==> src/rtl/fb_oled_window.sv <==
// fb_oled_window
//   Frame-buffer to OLED pixel fetcher. Each destination pixel request (x, y)
//   is mapped to a source pixel through a frame-latched pan offset and a
//   compile-time decimation step. The frame buffer is read and a repacked
//   RGB565 colour is returned exactly 4 cycles after the request.
//
//   Ports:
//     clk, rst        single clock, synchronous active-high reset
//     pix_req, x, y   one-cycle pixel request and destination coordinates
//     off_x, off_y    window origin in source pixels (latched at frame start)
//     swap_r_b        swap red/blue fields (latched at frame start)
//     freeze          stop camera capture (latched at frame start)
//     test_pat        colour-bar test pattern select
//     fb_addr/fb_data frame-buffer read port, data valid 1 cycle after addr
//     color/color_valid  RGB565 result and its one-cycle strobe
//     capture_en      write-enable gate for the capture path
//
//   Optional feature: define FB_OLED_WIN_TESTPAT_EN to build the colour-bar
//   generator; otherwise test_pat is accepted but has no effect.
module fb_oled_window #(
  parameter int          SRC_COLS = 320,
  parameter int          SRC_ROWS = 240,
  parameter int          SRC_AW   = 17,
  parameter int          DST_XW   = 7,
  parameter int          OFF_XW   = 9,
  parameter int          STEP_X   = 3,
  parameter int          STEP_Y   = 3,
  parameter logic [15:0] BORDER   = 16'h0000
) (
  input  logic              clk,
  input  logic              rst,
  input  logic              pix_req,
  input  logic [DST_XW-1:0] x,
  input  logic [DST_XW-1:0] y,
  input  logic [OFF_XW-1:0] off_x,
  input  logic [OFF_XW-1:0] off_y,
  input  logic              swap_r_b,
  input  logic              freeze,
  input  logic              test_pat,
  output logic [SRC_AW-1:0] fb_addr,
  input  logic [15:0]       fb_data,
  output logic [15:0]       color,
  output logic              color_valid,
  output logic              capture_en
);

  localparam int SW = OFF_XW + 3;

  logic              frame_start;
  logic [OFF_XW-1:0] off_x_d, off_x_q, off_y_d, off_y_q;
  logic              swap_d, swap_q, freeze_d, freeze_q;
  // S1
  logic              v1_d, v1_q, oor1_d, oor1_q, swap1_d, swap1_q;
  logic [SW-1:0]     sx_d, sx_q, sy_d, sy_q;
  // S2
  logic              v2_d, v2_q, oor2_d, oor2_q, swap2_d, swap2_q;
  logic [SRC_AW-1:0] fb_addr_d, fb_addr_q;
  // S3
  logic              v3_d, v3_q, oor3_d, oor3_q, swap3_d, swap3_q;
  // S4
  logic [15:0]       color_d, color_q;
  logic              color_valid_d, color_valid_q;
  logic [4:0]        r5, b5;
  logic [5:0]        g6;

`ifdef FB_OLED_WIN_TESTPAT_EN
  logic       tp1_d, tp1_q, tp2_q, tp3_q;
  logic [2:0] bar1_d, bar1_q, bar2_q, bar3_q;

  function automatic logic [15:0] bar_color(input logic [2:0] idx);
    case (idx)
      3'd0:    bar_color = 16'hFFFF; // white
      3'd1:    bar_color = 16'hFFE0; // yellow
      3'd2:    bar_color = 16'h07FF; // cyan
      3'd3:    bar_color = 16'h07E0; // green
      3'd4:    bar_color = 16'hF81F; // magenta
      3'd5:    bar_color = 16'hF800; // red
      3'd6:    bar_color = 16'h001F; // blue
      default: bar_color = 16'h0000; // black
    endcase
  endfunction
`endif

  always_comb begin
    // Frame registers: the next latched value doubles as the effective value
    // for the current request, so the frame-start pixel sees its own offsets.
    frame_start = pix_req && (x == '0) && (y == '0);
    off_x_d     = off_x_q;
    off_y_d     = off_y_q;
    swap_d      = swap_q;
    freeze_d    = freeze_q;
    if (frame_start) begin
      off_x_d  = off_x;
      off_y_d  = off_y;
      swap_d   = swap_r_b;
      freeze_d = freeze;
    end

    // S1: map
    v1_d    = pix_req;
    swap1_d = swap_d;
    sx_d    = SW'(off_x_d) + SW'(x) * SW'(STEP_X);
    sy_d    = SW'(off_y_d) + SW'(y) * SW'(STEP_Y);
    oor1_d  = (sx_d >= SW'(SRC_COLS)) || (sy_d >= SW'(SRC_ROWS));

    // S2: address; held on out-of-range pixels
    v2_d      = v1_q;
    oor2_d    = oor1_q;
    swap2_d   = swap1_q;
    fb_addr_d = fb_addr_q;
    if (v1_q && !oor1_q)
      fb_addr_d = SRC_AW'(sy_q) * SRC_AW'(SRC_COLS) + SRC_AW'(sx_q);

    // S3: RAM access in flight
    v3_d    = v2_q;
    oor3_d  = oor2_q;
    swap3_d = swap2_q;

    // S4: repack {r5, g5, b6} into RGB565
    r5            = fb_data[15:11];
    g6            = {fb_data[10:6], fb_data[10]};
    b5            = fb_data[5:1];
    color_valid_d = v3_q;
    color_d       = color_q;
    if (v3_q) begin
      if (oor3_q)       color_d = BORDER;
      else if (swap3_q) color_d = {b5, g6, r5};
      else              color_d = {r5, g6, b5};
`ifdef FB_OLED_WIN_TESTPAT_EN
      if (tp3_q) color_d = bar_color(bar3_q);
`endif
    end
  end

`ifdef FB_OLED_WIN_TESTPAT_EN
  assign tp1_d  = test_pat;
  assign bar1_d = x[DST_XW-1 -: 3];

  always_ff @(posedge clk) begin
    if (rst) begin
      tp1_q  <= 1'b0;
      tp2_q  <= 1'b0;
      tp3_q  <= 1'b0;
      bar1_q <= '0;
      bar2_q <= '0;
      bar3_q <= '0;
    end else begin
      tp1_q  <= tp1_d;
      tp2_q  <= tp1_q;
      tp3_q  <= tp2_q;
      bar1_q <= bar1_d;
      bar2_q <= bar1_q;
      bar3_q <= bar2_q;
    end
  end

  logic unused_bits;
  assign unused_bits = fb_data[0];
`else
  logic unused_bits;
  assign unused_bits = fb_data[0] ^ test_pat;
`endif

  always_ff @(posedge clk) begin
    if (rst) begin
      off_x_q       <= '0;
      off_y_q       <= '0;
      swap_q        <= 1'b0;
      freeze_q      <= 1'b0;
      v1_q          <= 1'b0;
      oor1_q        <= 1'b0;
      swap1_q       <= 1'b0;
      sx_q          <= '0;
      sy_q          <= '0;
      v2_q          <= 1'b0;
      oor2_q        <= 1'b0;
      swap2_q       <= 1'b0;
      fb_addr_q     <= '0;
      v3_q          <= 1'b0;
      oor3_q        <= 1'b0;
      swap3_q       <= 1'b0;
      color_q       <= '0;
      color_valid_q <= 1'b0;
    end else begin
      off_x_q       <= off_x_d;
      off_y_q       <= off_y_d;
      swap_q        <= swap_d;
      freeze_q      <= freeze_d;
      v1_q          <= v1_d;
      oor1_q        <= oor1_d;
      swap1_q       <= swap1_d;
      sx_q          <= sx_d;
      sy_q          <= sy_d;
      v2_q          <= v2_d;
      oor2_q        <= oor2_d;
      swap2_q       <= swap2_d;
      fb_addr_q     <= fb_addr_d;
      v3_q          <= v3_d;
      oor3_q        <= oor3_d;
      swap3_q       <= swap3_d;
      color_q       <= color_d;
      color_valid_q <= color_valid_d;
    end
  end

  assign fb_addr     = fb_addr_q;
  assign color       = color_q;
  assign color_valid = color_valid_q;
  assign capture_en  = ~freeze_q;

endmodule

==> config.mk <==
export PLATFORM = sky130hd
export DESIGN_NAME = fb_oled_window
export DESIGN_NICKNAME = d
export VERILOG_FILES = /design/src/rtl/fb_oled_window.sv
export SDC_FILE = /design/constraint.sdc
export NUM_CORES = 1
export LEC_CHECK = 0
export BUFFER_PORTS_ARGS = -buffer_cell sky130_fd_sc_hd__buf_2
export CORE_UTILIZATION = 50
export CTS_BUF_LIST = sky130_fd_sc_hd__clkbuf_8
export DETAILED_ROUTE_END_ITERATION = 6
export PLACE_DENSITY_LB_ADDON = 0.25
export SLEW_MARGIN = 0
export SYNTH_ARGS = -nofsm -noshare
export SYNTH_HDL_FRONTEND = slang
export SYNTH_SLANG_ARGS = --single-unit
==> constraint.sdc <==
create_clock -name clk -period 3.6 [get_ports clk]
set_input_delay 0.36 -clock clk [delete_from_list [all_inputs] [get_ports clk]]
set_output_delay 0.36 -clock clk [all_outputs]
set_load 0.005 [all_outputs]
### Word-level counts from Yosys, hierarchy flattened

Index checks and enable logic that the tools add are counted.

* register bits after elaboration: 86
* output and inout port bits: 35

* $add $sub $neg: 3
* multipliers: 3
* magnitude comparators: 2
* multiplexer cells: 4
* bitwise gates (word level): 1
* reductions and logical operators: 7

Operators by type and width (count)
* two-way mux 16 bit: 2
* adder 9 x 9 -> 10 bit: 2
* multiplier 7 x 2 -> 9 bit, second input constant: 2
* two-way mux 9 bit: 2
* adder 17 x 12 -> 17 bit: 1
* logical NOT 7 bit: 2
* multiplier 12 x 3 -> 11 bit, second input constant: 1
* >= comparator 10 x 8 -> 1 bit, second input constant: 1
* >= comparator 10 x 9 -> 1 bit, second input constant: 1
* logical AND 1 bit: 3
* logical NOT 1 bit: 1
* logical OR 1 bit: 1
* inverter 1 bit: 1

### Longest topological paths before layout

Gate-level depths: netlist of the first run.

* depth in word-level cells: 7
* mapped depth: 17

### Least setup slack after synthesis of the first run

No wires, ideal clock.

* path kind: input port to flip-flop
* start: input port x[4]
* end: register oor1_q
* setup time: 122 ps
* arrival: 3653 ps
* setup slack: -175 ps
* cell stages on the path: 14
* path buffers: 1
* cells stage by stage: inv_1 > ha_1 > nand4b_1 > nor4_1 > clkbuf_1 > mux2_2 > fa_1 > ha_1 > nor2b_1 > o31a_1 > o2111a_1 > a211oi_1 > a41oi_1 > a221o_1

* cells in the longest elaborated chain, start to end: 7
* elaborated cells between the ends (all ways): 11
* classes of those cells: 2 x add/sub; 1 x mul; 2 x order compare; 2 x mux; 4 x reduce/logical

RTL lines
* from (decl): RTL line 33 `input logic [DST_XW-1:0] x,`
* logical NOT 7 bit: RTL line 87 `frame_start = pix_req && (x == '0) && (y == '0);`
* logical AND 1 bit (2 in series): RTL line 87
* two-way mux 9 bit: RTL line 92 `if (frame_start) begin`
* net off_y_d[3]: RTL line 50 `logic [OFF_XW-1:0] off_x_d, off_x_q, off_y_d, off_y_q;`
* adder 9 x 9 -> 10 bit: RTL line 103 `sy_d = SW'(off_y_d) + SW'(y) * SW'(STEP_Y);`
* >= comparator 10 x 8 -> 1 bit: RTL line 104 `oor1_d = (sx_d >= SW'(SRC_COLS)) || (sy_d >= SW'(SRC_ROWS));`
* logical OR 1 bit: RTL line 104
* to (signal assigned): RTL line 190 `oor1_q <= oor1_d;`
* to (decl): RTL line 53 `logic v1_d, v1_q, oor1_d, oor1_q, swap1_d, swap1_q;`

The timed path passes the listed nets, and every way through them passes these cells.
A chain may end at the register's enable or synchronous reset.

### Worst setup path in the final report of the first run

* start: input port x[5]
* end: register oor1_q

* cells in the longest elaborated chain, start to end: 7
* elaborated cells between the ends (all ways): 11
* classes of those cells: 2 x add/sub; 1 x mul; 2 x order compare; 2 x mux; 4 x reduce/logical

RTL lines (RTL line)
* branches (longest 6 deep; another with adder 9 x 9 -> 10 bit)
* logical OR 1 bit (*): 104

Every way passes the cells marked *.

==> results.sh, run 1 <==
export IMPL_cts_tree="built"
export IMPL_cp_end_kind="flip-flop"
export IMPL_path_clk_slew_ns=0.09
export IMPL_port_buffers=86
export IMPL_finalNonFillerCells=727
export IMPL_outcome="finished, violations left"
export IMPL_hold_path_class="input pin to flip-flop"
export IMPL_setup_viol=0
export IMPL_path_cells="buf_8 -> inv_4 -> ha_4 -> nand4b_1 -> nor4_4 -> buf_4 -> buf_6 -> mux2i_4 -> fa_1 -> inv_1 -> ha_2 -> inv_2 -> fa_2 -> nor2b_2 -> o31a_1 -> buf_4 -> o21a_1 -> nor2_2 -> xnor2_1 -> a221o_1"
export IMPL_rows=34
export IMPL_grt_pass1_wl_mm=15.6
export IMPL_slew_headroom=0.364
export IMPL_drive_above_1_share=0.360
export IMPL_reg2reg_slack_ns=0.73
export IMPL_grt_overflow_total=0
export IMPL_slew_viol_final=0
export IMPL_violations="design-rule violations"
export IMPL_crit_type="input pin to flip-flop"
export IMPL_htreeDepth=3
export IMPL_drtIter0Drc=120
export IMPL_timing_final_crit_share=0.997
export IMPL_synth_area_um2=4570
export IMPL_critical_path_max_stage_delay_ns=0.43
export IMPL_powerDensity_nw_per_um2=389
export IMPL_synthCells=476
export IMPL_worst_slew_pin_slew_ns=0.953
export IMPL_rr_worst_depth=10
export IMPL_critical_path_arrival_ns=3.84
export IMPL_ys_flop_type="dfxtp_1"
export IMPL_drc=16
export IMPL_reg2reg_to="fb_addr[16]"
export IMPL_cp_start_kind="input pin"
export IMPL_synth_fp_nets=591
export IMPL_synth_top_area_cell="dfxtp_1"
export IMPL_initial_core_util=0.519
export IMPL_rsz0062_at_grt="yes"
export IMPL_wl_per_cell_um=12.9
export IMPL_wirelength_mm=9.39
export IMPL_p_leak_nw=2.80
export IMPL_synthArstFlopShare=0
export IMPL_insertion_delay_ns=0.36
export IMPL_gp_congestion=0.847
export IMPL_netlist_cell_type_count=52
export IMPL_dr_total_vias=3613
export IMPL_dr_pass1_iters=7
export IMPL_ys_top_cells_by_area="dfxtp_1 35%, ha_1 12%, fa_1 7.0%, nor2b_1 6.7%, mux2_2 6.4%"
export IMPL_core_area_um2=8810
export IMPL_power_mw=2.30
export IMPL_via_per_inst=4.97
export IMPL_drtAntennaViolNets=0
export IMPL_fin_nets=729
export IMPL_grt_start_max_net_pins=65
export IMPL_grt_usage=0.204
export IMPL_seqCellArea_um2=1620
export IMPL_critPathMaxFanout=3
export IMPL_place_area_um2=5450
export IMPL_dp_cells=702
export IMPL_final_cell_mix="82 x buf_2, 81 x dfxtp_1, 58 x buf_4, 48 x nor2b_1, 47 x nor2_1"
export IMPL_clockBufferDepth=2
export IMPL_whs_path_depth=3
export IMPL_crit_path_top_delay_cell="fa_1"
export IMPL_die_w_um=97.6
export IMPL_ys_seq_elements=81
export IMPL_cap_violations=0
export IMPL_ir_drop_uv=219
export IMPL_timing_final_hold_violations=0
export IMPL_multi_input_area_um2=2880
export IMPL_ios=89
export IMPL_yosys_warnings=0
export IMPL_clock_fmax_mhz=278
export IMPL_area_growth_pct=29.1
export IMPL_cts_buffers_inserted=9
export IMPL_yosysTopAreaCellShare=0.355
export IMPL_n_fill_cell=710
export IMPL_die_y_um=97.6
export IMPL_synth_seq_area_share=0.355
export IMPL_dieArea_um2=9530
export IMPL_cp_required_ns=3.85
export IMPL_antenna_cells=0
export IMPL_layout_commonest_cell="buf_2"
export IMPL_reg2reg_from="sy_q[1]"
export IMPL_cts_root_buf="clkbuf_8"
export IMPL_cts_sinks=81
export IMPL_stdcell_area_um2=5900
export IMPL_holdPathEnd="color[10]"
export IMPL_grt_pass1_vias=3518
export IMPL_hpwl_mm=6.88
export IMPL_syn_area_per_cell_um2=9.61
export IMPL_path_common_cell="buf_4"
export IMPL_antenna_found_initial=0
export IMPL_skew_ns=0.00997
export IMPL_synth_edf_count=0
export IMPL_layout_min_cycle_time_ns=3.59
export IMPL_min_from="fb_data[10]"
==> synthesized netlist by cell type, drive strengths merged (2+ instances only) <==
master	number
a211o	2
mux2i	4
a211oi	11
nand2	27
ha	45
o21ai	7
or3	2
o21a	6
a311oi	2
nand2b	9
nor3	2
dfxtp	81
nand3	3
xor2	9
nor2	49
o311a	2
mux2	26
fa	16
a21oi	36
xnor2	10
a21o	4
inv	31
o31ai	2
nand3b	3
o21ba	2
nor2b	49
buf	5
clkbuf	14
o211ai	3
==> how the worst max path moves through the flow <==
stage / slack, ns / endpoint / start / cells after the start
after floorplan: 0.0006 / oor1_q / x[4] / 14
after global placement: -0.27 / oor1_q / y[4] / 16
after detailed placement: -0.41 / oor1_q / x[4] / 18
after CTS: 0.005 / oor1_q / x[4] / 19
after global routing: -0.14 / oor1_q / y[5] / 20
final: 0.009 / oor1_q / x[5] / 20
==> per-stage QoR <==
step / utilization / setup slack (ns) / setup TNS [ns] / hold WS [ns]
2_1_floorplan: - / 0.000596 / 0 / 0.414
4_1_cts: 0.645 / 0.00455 / 0 / 0.217
3_3_place_gp: 0.619 / -0.271 / -0.731 / 0.419
3_5_place_dp: 0.619 / -0.412 / -1.64 / 0.425
6_report: 0.670 / 0.00925 / 0 / 0.221
5_1_grt: 0.670 / -0.145 / -0.145 / 0.236
==> power breakdown <==
group	switching, mW	total, mW	internal [mW]
clock	0.370	0.774	0.404
combinational	0.281	0.558	0.277
sequential	0.0236	0.967	0.943
total	0.674	2.30	1.62
==> area by class of cell <==
type	instances	share of cell area
clock inverter	7	0.0180
clock buffer	9	0.0210
multi-input combinational	345	0.487
inverter	31	0.0210
sequential	81	0.275
timing repair buffer	146	0.155
tap	108	0.0229
==> registers in the layout (all words and copies together), names as in the netlist <==
register       count
oor2_q             1
v2_q               1
color_valid        1
off_x_q            9
swap2_q            1
color             15
off_y_q            9
fb_addr           17
oor3_q             1
sy_q              10
swap1_q            1
freeze_q           1
swap3_q            1
sx_q              10
v1_q               1
oor1_q             1
color_valid_d      1
==> logic make-up after synthesis <==
logic type | count (synthesis) | synth area share
and+or+nand+nor | 151 | 0.170
adders and majority gates | 61 | 0.193
DFF | 81 | 0.355
buffers and inverters | 50 | 0.0446
muxes | 30 | 0.0728
xor gates and xnor gates | 19 | 0.0380
AOI/OAI and AO/OA | 84 | 0.127
==> repair_timing <==
item,CTS,global route
pin swaps,0,16
setup endpoints to repair,1,4
resized for setup,1,35
setup buffers,0,10
hold buffers,0,0
==> worst max-delay path, delay by kind of cell <==
family                   cells  cell delay, ns
adder cells (fa/ha/maj)      4            1.11
AND/OR/NAND/NOR              4            0.67
multiplexers                 1            0.24
buffers and inverters        7            0.69
XOR/XNOR                     1            0.12
AO/OA/AOI/OAI                3            0.65
==> routing by layer <==
layer | wire [um] | vias up | global-route usage
li1 | - | 1889 | -
met1 | 4300 | 1621 | 0.251
met2 | 4510 | 87 | 0.347
met3 | 388 | 16 | 0.0345
met4 | 181 | 0 | 0.0967
met5 | 0 | - | 0
Power figures use the tool's default switching activity.
==> run 2: changes to the inputs <==
--- a/config.mk
+++ b/config.mk
@@ -10,6 +10,8 @@
 export CTS_BUF_LIST = sky130_fd_sc_hd__clkbuf_8
 export DETAILED_ROUTE_END_ITERATION = 6
 export PLACE_DENSITY_LB_ADDON = 0.25
+export RECOVER_POWER = 50
+export SETUP_SLACK_MARGIN = 0.5
 export SLEW_MARGIN = 0
 export SYNTH_ARGS = -nofsm -noshare
 export SYNTH_HDL_FRONTEND = slang
==> constraint.sdc (replaced) <==
create_clock -name clk -period 3.1 [get_ports clk]
set_input_delay 0.31 -clock clk [delete_from_list [all_inputs] [get_ports clk]]
set_output_delay 0.31 -clock clk [all_outputs]
set_load 0.005 [all_outputs]
==> run 2 against run 1 <==
The run ends with design-rule violations, max-capacitance violations, max-slew violations, negative setup slack left. Worst hold slack worse by 0.045 ns. Final cell count is 0.83% higher. Via count is 2.9% higher. Design area is 5.7% higher. Routed wire length rose by 6.9%. Clock power rose by 4.7%. Sequential cell count unchanged. Count of clock-buffer cells in the layout is the same.
==> results.sh, run 2 (same netlist as run 1, synthesis figures left out) <==
export IMPL_via_per_inst=5.07
export IMPL_core_area_um2=8810
export IMPL_drtAntennaViolNets=0
export IMPL_die_w_um=97.6
export IMPL_slew_viol_final=40
export IMPL_grt_pass1_vias=3707
export IMPL_path_clk_slew_ns=0.09
export IMPL_drtIter0Drc=97
export IMPL_place_area_um2=5540
export IMPL_cts_tree="built"
export IMPL_dieArea_um2=9530
export IMPL_cts_root_buf="clkbuf_8"
export IMPL_cp_required_ns=3.35
export IMPL_antenna_found_initial=0
export IMPL_setup_tns_ns=-0.498
export IMPL_wirelength_mm=10.0
export IMPL_cp_start_kind="input pin"
export IMPL_insertion_delay_ns=0.36
export IMPL_hold_path_class="input pin to flip-flop"
export IMPL_grt_pass1_wl_mm=16.2
export IMPL_pre_cts_ws_ns=-0.681
export IMPL_critical_path_arrival_ns=3.59
export IMPL_cpLargestDelayFamily="adder cells"
export IMPL_violations="design-rule violations, max-capacitance violations, max-slew violations, negative setup slack"
export IMPL_dr_pass1_iters=7
export IMPL_worst_slack_ns=-0.237
export IMPL_clock_fmax_mhz=300
export IMPL_cts_buffers_inserted=9
export IMPL_rows=34
export IMPL_layout_commonest_cell="dfxtp_1"
export IMPL_path_cells="buf_2 -> inv_2 -> ha_2 -> nand2_2 -> nor4_4 -> buf_4 -> buf_8 -> mux2_4 -> fa_1 -> ha_4 -> o21a_1 -> o21a_1 -> o22ai_2 -> xor2_1 -> nor2_1 -> a221o_1"
export IMPL_clockPowerShare=0.300
export IMPL_stdcell_area_um2=6240
export IMPL_grt_usage=0.210
export IMPL_reg2reg_slack_ns=0.36
export IMPL_critPathBufInv=4
export IMPL_p_leak_nw=2.82
export IMPL_hpwl_mm=7.04
export IMPL_setup_viol=4
export IMPL_power_mw=2.70
export IMPL_port_buffers=86
export IMPL_p_switching_mw=0.827
export IMPL_cts_sinks=81
export IMPL_fin_nets=735
export IMPL_drc=17
export IMPL_pwr_share_comb=0.283
export IMPL_ios=89
export IMPL_critPathMaxFanout=5
export IMPL_critical_path_max_stage_delay_ns=0.57
export IMPL_gp_congestion=0.888
export IMPL_largest_register_ff_count=17
export IMPL_final_cell_mix="79 x dfxtp_1, 71 x buf_2, 56 x buf_4, 46 x nor2b_1, 45 x nor2_1"
export IMPL_dr_total_vias=3716
export IMPL_outcome="finished, violations left"
export IMPL_powerDensity_nw_per_um2=433
export IMPL_layout_min_cycle_time_ns=3.34
export IMPL_skew_ns=0.0138
export IMPL_cap_violations=1
export IMPL_crit_type="input pin to flip-flop"
export IMPL_p_int_mw=1.87
export IMPL_crit_path_top_delay_cell="fa_1"
export IMPL_worst_slew_pin_slew_ns=1.73
export IMPL_antenna_cells=0
export IMPL_grt_start_max_net_pins=40
export IMPL_slew_headroom=-0.155
export IMPL_drive_above_1_share=0.413
export IMPL_timing_final_hold_violations=0
export IMPL_path_common_cell="o21a_1"
export IMPL_htreeDepth=3
export IMPL_die_y_um=97.6
export IMPL_rsz0062_at_grt="yes"
export IMPL_timing_final_crit_share=1.08
export IMPL_area_growth_pct=36.4
export IMPL_cp_end_kind="flip-flop"
export IMPL_wl_per_cell_um=13.7
export IMPL_initial_core_util=0.519
export IMPL_pwr_share_seq=0.417
export IMPL_grt_overflow_total=0
export IMPL_ir_drop_uv=272
export IMPL_clockBufferDepth=2
export IMPL_swShare=0.306
run 2: cell types whose count changed in the layout (fill, tap and decap cells not counted), moves of 6 or more:
| cell | delta |
|---|---|
| ha_1 | -11 |
| clkbuf_1 | +14 |
| buf_2 | -11 |
| ha_4 | +8 |
| mux2_2 | -7 |
| inv_1 | -6 |
| inv_2 | +6 |
| mux2_4 | +7 |
run 2: worst paths after layout:
check	start	endpoint	cells after the start
max	x[2]	oor1_q	16
min	fb_data[10]	color[10]	3
max reg2reg	off_y_q[1]	oor1_q	12
min reg2reg	sx_q[0]	fb_addr[0]	2
run 2: tightest hold or removal path: stages:
cell     delay [ns]
buf_2          0.07
a21oi_1        0.05
nor2_1         0.07
run 2: layer usage:
| metal | wire length, um | global-route usage | up-vias |
|---|---|---|---|
| li1 | - | - | 1889 |
| met1 | 4490 | 0.244 | 1738 |
| met2 | 5050 | 0.381 | 74 |
| met3 | 326 | 0.0403 | 15 |
| met4 | 163 | 0.0793 | 0 |
| met5 | 0 | 0 | - |
run 2: cell type report:
| type | instances | area (um^2) |
|---|---|---|
| clock inverter | 7 | 85.1 |
| clock buffer | 9 | 124 |
| tap | 108 | 135 |
| multi-input combinational | 345 | 3160 |
| inverter | 31 | 136 |
| timing repair buffer | 152 | 972 |
| sequential | 81 | 1620 |
| fill | 666 | 2570 |
run 2: what timing repair did:
item                                   CTS  global route
setup endpoints to repair               19            18
endpoints found under the hold margin    0             0
buffers inserted                        10             9
pin swaps                               20            20
gates cloned                             0             1
hold buffers                             0             0
gates resized for setup                 58            25
run 2: metrics by stage:
step,cells,utilization,hold WS (ns)
6_report,733,0.709,0.176
5_1_grt,733,0.709,0.175
4_1_cts,723,0.690,0.162
3_5_place_dp,697,0.629,0.428
3_3_place_gp,697,0.629,0.419
2_1_floorplan,476,-,0.414
run 2: power groups by stage:
stage	logic [mW]	clock network [mW]	registers, mW
6_report	0.764	0.810	1.13
5_1_grt	0.842	0.868	1.13
4_1_cts	0.709	0.829	1.12
3_5_place_dp	0.633	0	1.15
3_3_place_gp	0.617	0	1.15
2_1_floorplan	0.430	0	1.14
==> run 3: changes to the inputs <==
--- a/config.mk
+++ b/config.mk
@@ -7,9 +7,9 @@
 export LEC_CHECK = 0
 export BUFFER_PORTS_ARGS = -buffer_cell sky130_fd_sc_hd__buf_2
 export CORE_UTILIZATION = 50
-export CTS_BUF_LIST = sky130_fd_sc_hd__clkbuf_8
+export CTS_BUF_LIST = sky130_fd_sc_hd__clkbuf_4
 export DETAILED_ROUTE_END_ITERATION = 6
-export PLACE_DENSITY_LB_ADDON = 0.25
+export PLACE_DENSITY = 0.76
 export RECOVER_POWER = 50
 export SETUP_SLACK_MARGIN = 0.5
 export SLEW_MARGIN = 0
==> run 3 against run 2 <==
Die area unchanged. Clock power down 20%. Worst hold slack worse by 0.086 ns. Largest power group unchanged. Critical path type unchanged. First-iteration DRC count up 3.1%. Critical endpoint unchanged. Design area down 2.5%. Non-clock buffer count down 3. The flow still finishes with violations (design-rule violations, max-capacitance violations, max-slew violations, negative setup slack). Fmax down 0.63%.
==> results.sh, run 3 (same netlist as run 1, synthesis figures left out) <==
export IMPL_critical_path_arrival_ns=3.67
export IMPL_setup_worst_path_end="oor1_q"
export IMPL_rr_worst_depth=12
export IMPL_post_route_util=0.691
export IMPL_reg2reg_slack_ns=0.30
export IMPL_critPathMaxFanout=6
export IMPL_setup_viol=4
export IMPL_gp_congestion=0.880
export IMPL_ios=89
export IMPL_p_switching_mw=0.784
export IMPL_hold_ws_ns=0.0904
export IMPL_largest_register_ff_count=17
export IMPL_violations="design-rule violations, max-capacitance violations, max-slew violations, negative setup slack"
export IMPL_port_buffers=86
export IMPL_cap_violations=1
export IMPL_clock_fmax_mhz=298
export IMPL_p_leak_nw=2.77
export IMPL_reg2reg_from="off_y_q[1]"
export IMPL_wl_per_cell_um=13.4
export IMPL_cts_sinks=81
export IMPL_grt_pass1_wl_mm=16.2
export IMPL_clockBufferDepth=2
export IMPL_hold_path_class="input pin to flip-flop"
export IMPL_hold_buffers=0
export IMPL_antenna_cells=0
export IMPL_drtIter0Drc=100
export IMPL_grt_pass1_vias=3655
export IMPL_cp_end_kind="flip-flop"
export IMPL_ir_drop_uv=219
export IMPL_insertion_delay_ns=0.43
export IMPL_via_per_inst=5.05
export IMPL_timing_final_hold_violations=0
export IMPL_initial_core_util=0.519
export IMPL_final_cell_mix="78 x dfxtp_1, 71 x buf_2, 57 x buf_4, 47 x nor2b_1, 47 x nor2_1"
export IMPL_dr_total_vias=3686
export IMPL_hpwl_mm=7.22
export IMPL_grt_usage=0.211
export IMPL_area_growth_pct=33.0
export IMPL_worst_slew_pin_slew_ns=1.79
export IMPL_powerDensity_nw_per_um2=414
export IMPL_fin_nets=732
export IMPL_cp_start_kind="input pin"
export IMPL_dieArea_um2=9530
export IMPL_drc=13
export IMPL_path_common_cell="ha_4"
export IMPL_crit_path_top_delay_cell="fa_1"
export IMPL_grt_start_max_net_pins=43
export IMPL_cts_root_buf="clkbuf_4"
export IMPL_cts_tree="built"
export IMPL_path_cells="buf_2 -> inv_2 -> ha_4 -> nand2_4 -> nor4_4 -> buf_4 -> buf_6 -> mux2_4 -> fa_1 -> ha_4 -> nor2b_4 -> o31a_1 -> o2111a_1 -> a211oi_2 -> a41oi_1 -> a221o_1"
export IMPL_clockPowerShare=0.258
export IMPL_pwr_share_seq=0.448
export IMPL_path_clk_slew_ns=0.15
export IMPL_startpoint="y[2]"
export IMPL_slew_headroom=-0.192
export IMPL_critical_path_max_stage_delay_ns=0.55
export IMPL_core_area_um2=8810
export IMPL_die_y_um=97.6
export IMPL_timing_final_crit_share=1.08
export IMPL_grt_overflow_total=0
export IMPL_worst_slack_ns=-0.258
export IMPL_drtAntennaViolNets=0
export IMPL_outcome="finished, violations left"
export IMPL_cts_buffers_inserted=9
export IMPL_die_w_um=97.6
export IMPL_slew_viol_final=43
export IMPL_htreeDepth=3
export IMPL_crit_type="input pin to flip-flop"
export IMPL_rsz0062_at_grt="yes"
export IMPL_rows=34
export IMPL_dr_pass1_iters=7
export IMPL_wirelength_mm=9.76
export IMPL_antenna_found_initial=0
export IMPL_layout_min_cycle_time_ns=3.36
export IMPL_cp_required_ns=3.42
export IMPL_swShare=0.312
export IMPL_drive_above_1_share=0.394
export IMPL_p_int_mw=1.73
export IMPL_reg2reg_to="oor1_q"
export IMPL_pwr_share_comb=0.294
export IMPL_skew_ns=0.0225
export IMPL_layout_commonest_cell="dfxtp_1"
==> run 3: cell types whose count changed in the layout (fill, tap and decap cells not counted), sizes merged <==
cell,before,now
buf,138,136
clkbuf,23,22
clkinv,3,1
clkinvlp,0,2
==> run 3: power groups by stage <==
stage | registers [mW] | clock network [mW] | logic, mW
2_1_floorplan | 1.14 | 0 | 0.430
3_3_place_gp | 1.15 | 0 | 0.616
3_5_place_dp | 1.15 | 0 | 0.638
4_1_cts | 1.13 | 0.674 | 0.687
5_1_grt | 1.13 | 0.720 | 0.818
6_report | 1.13 | 0.650 | 0.740
==> run 3: timing repair <==
item,in CTS,in global routing
gates resized for setup,32,30
endpoints found under the setup margin,18,18
pin swaps,25,28
buffers inserted,11,5
==> run 3: critical path: cells and delay by family <==
family | cells | cell delay (ns)
AO/OA/AOI/OAI | 5 | 1.15
adder cells (fa/ha/maj) | 3 | 0.93
AND/OR/NAND/NOR | 3 | 0.49
buffers and inverters | 4 | 0.47
multiplexers | 1 | 0.31
==> run 3: metrics by stage <==
| step | worst slack [ns] | TNS [ns] | cell area, um^2 | cells | power, mW |
|---|---|---|---|---|---|
| after floorplan | -0.315 | -0.476 | 4710 | 476 | 1.57 |
| after global placement | -0.728 | -5.94 | 5550 | 698 | 1.76 |
| after detailed placement | -0.805 | -6.85 | 5550 | 698 | 1.79 |
| after CTS | -0.190 | -0.207 | 5910 | 725 | 2.49 |
| after global routing | -0.325 | -0.900 | 6080 | 730 | 2.67 |
| final | -0.258 | -0.394 | 6080 | 730 | 2.52 |
==> run 3: area by class of cell <==
cell class	instances	area, um^2
fill	697	2720
multi-input combinational	345	3090
tap	108	135
clock buffer	9	67.6
inverter	31	139
timing repair buffer	149	938
clock inverter	7	85.1
sequential	81	1630
==> run 3: how the worst min path moves through the flow <==
stage | from | endpoint | slack [ns] | cells after the start
6_report | fb_data[6] | color[6] | 0.09 | 3
5_1_grt | fb_data[9] | color[9] | 0.08 | 3
4_1_cts | fb_data[6] | color[6] | 0.07 | 3
3_5_place_dp | v2_q | color_valid_d | 0.43 | 1
3_3_place_gp | v2_q | color_valid_d | 0.42 | 1
2_1_floorplan | v2_q | color_valid_d | 0.41 | 1
==> run 3: per-layer routing <==
metal / wire length [um] / GRT usage / part of all wire
met5: 0 / 0 / 0
met4: 165 / 0.0758 / 0.017
met3: 348 / 0.0381 / 0.036
met2: 5060 / 0.382 / 0.52
met1: 4190 / 0.247 / 0.43
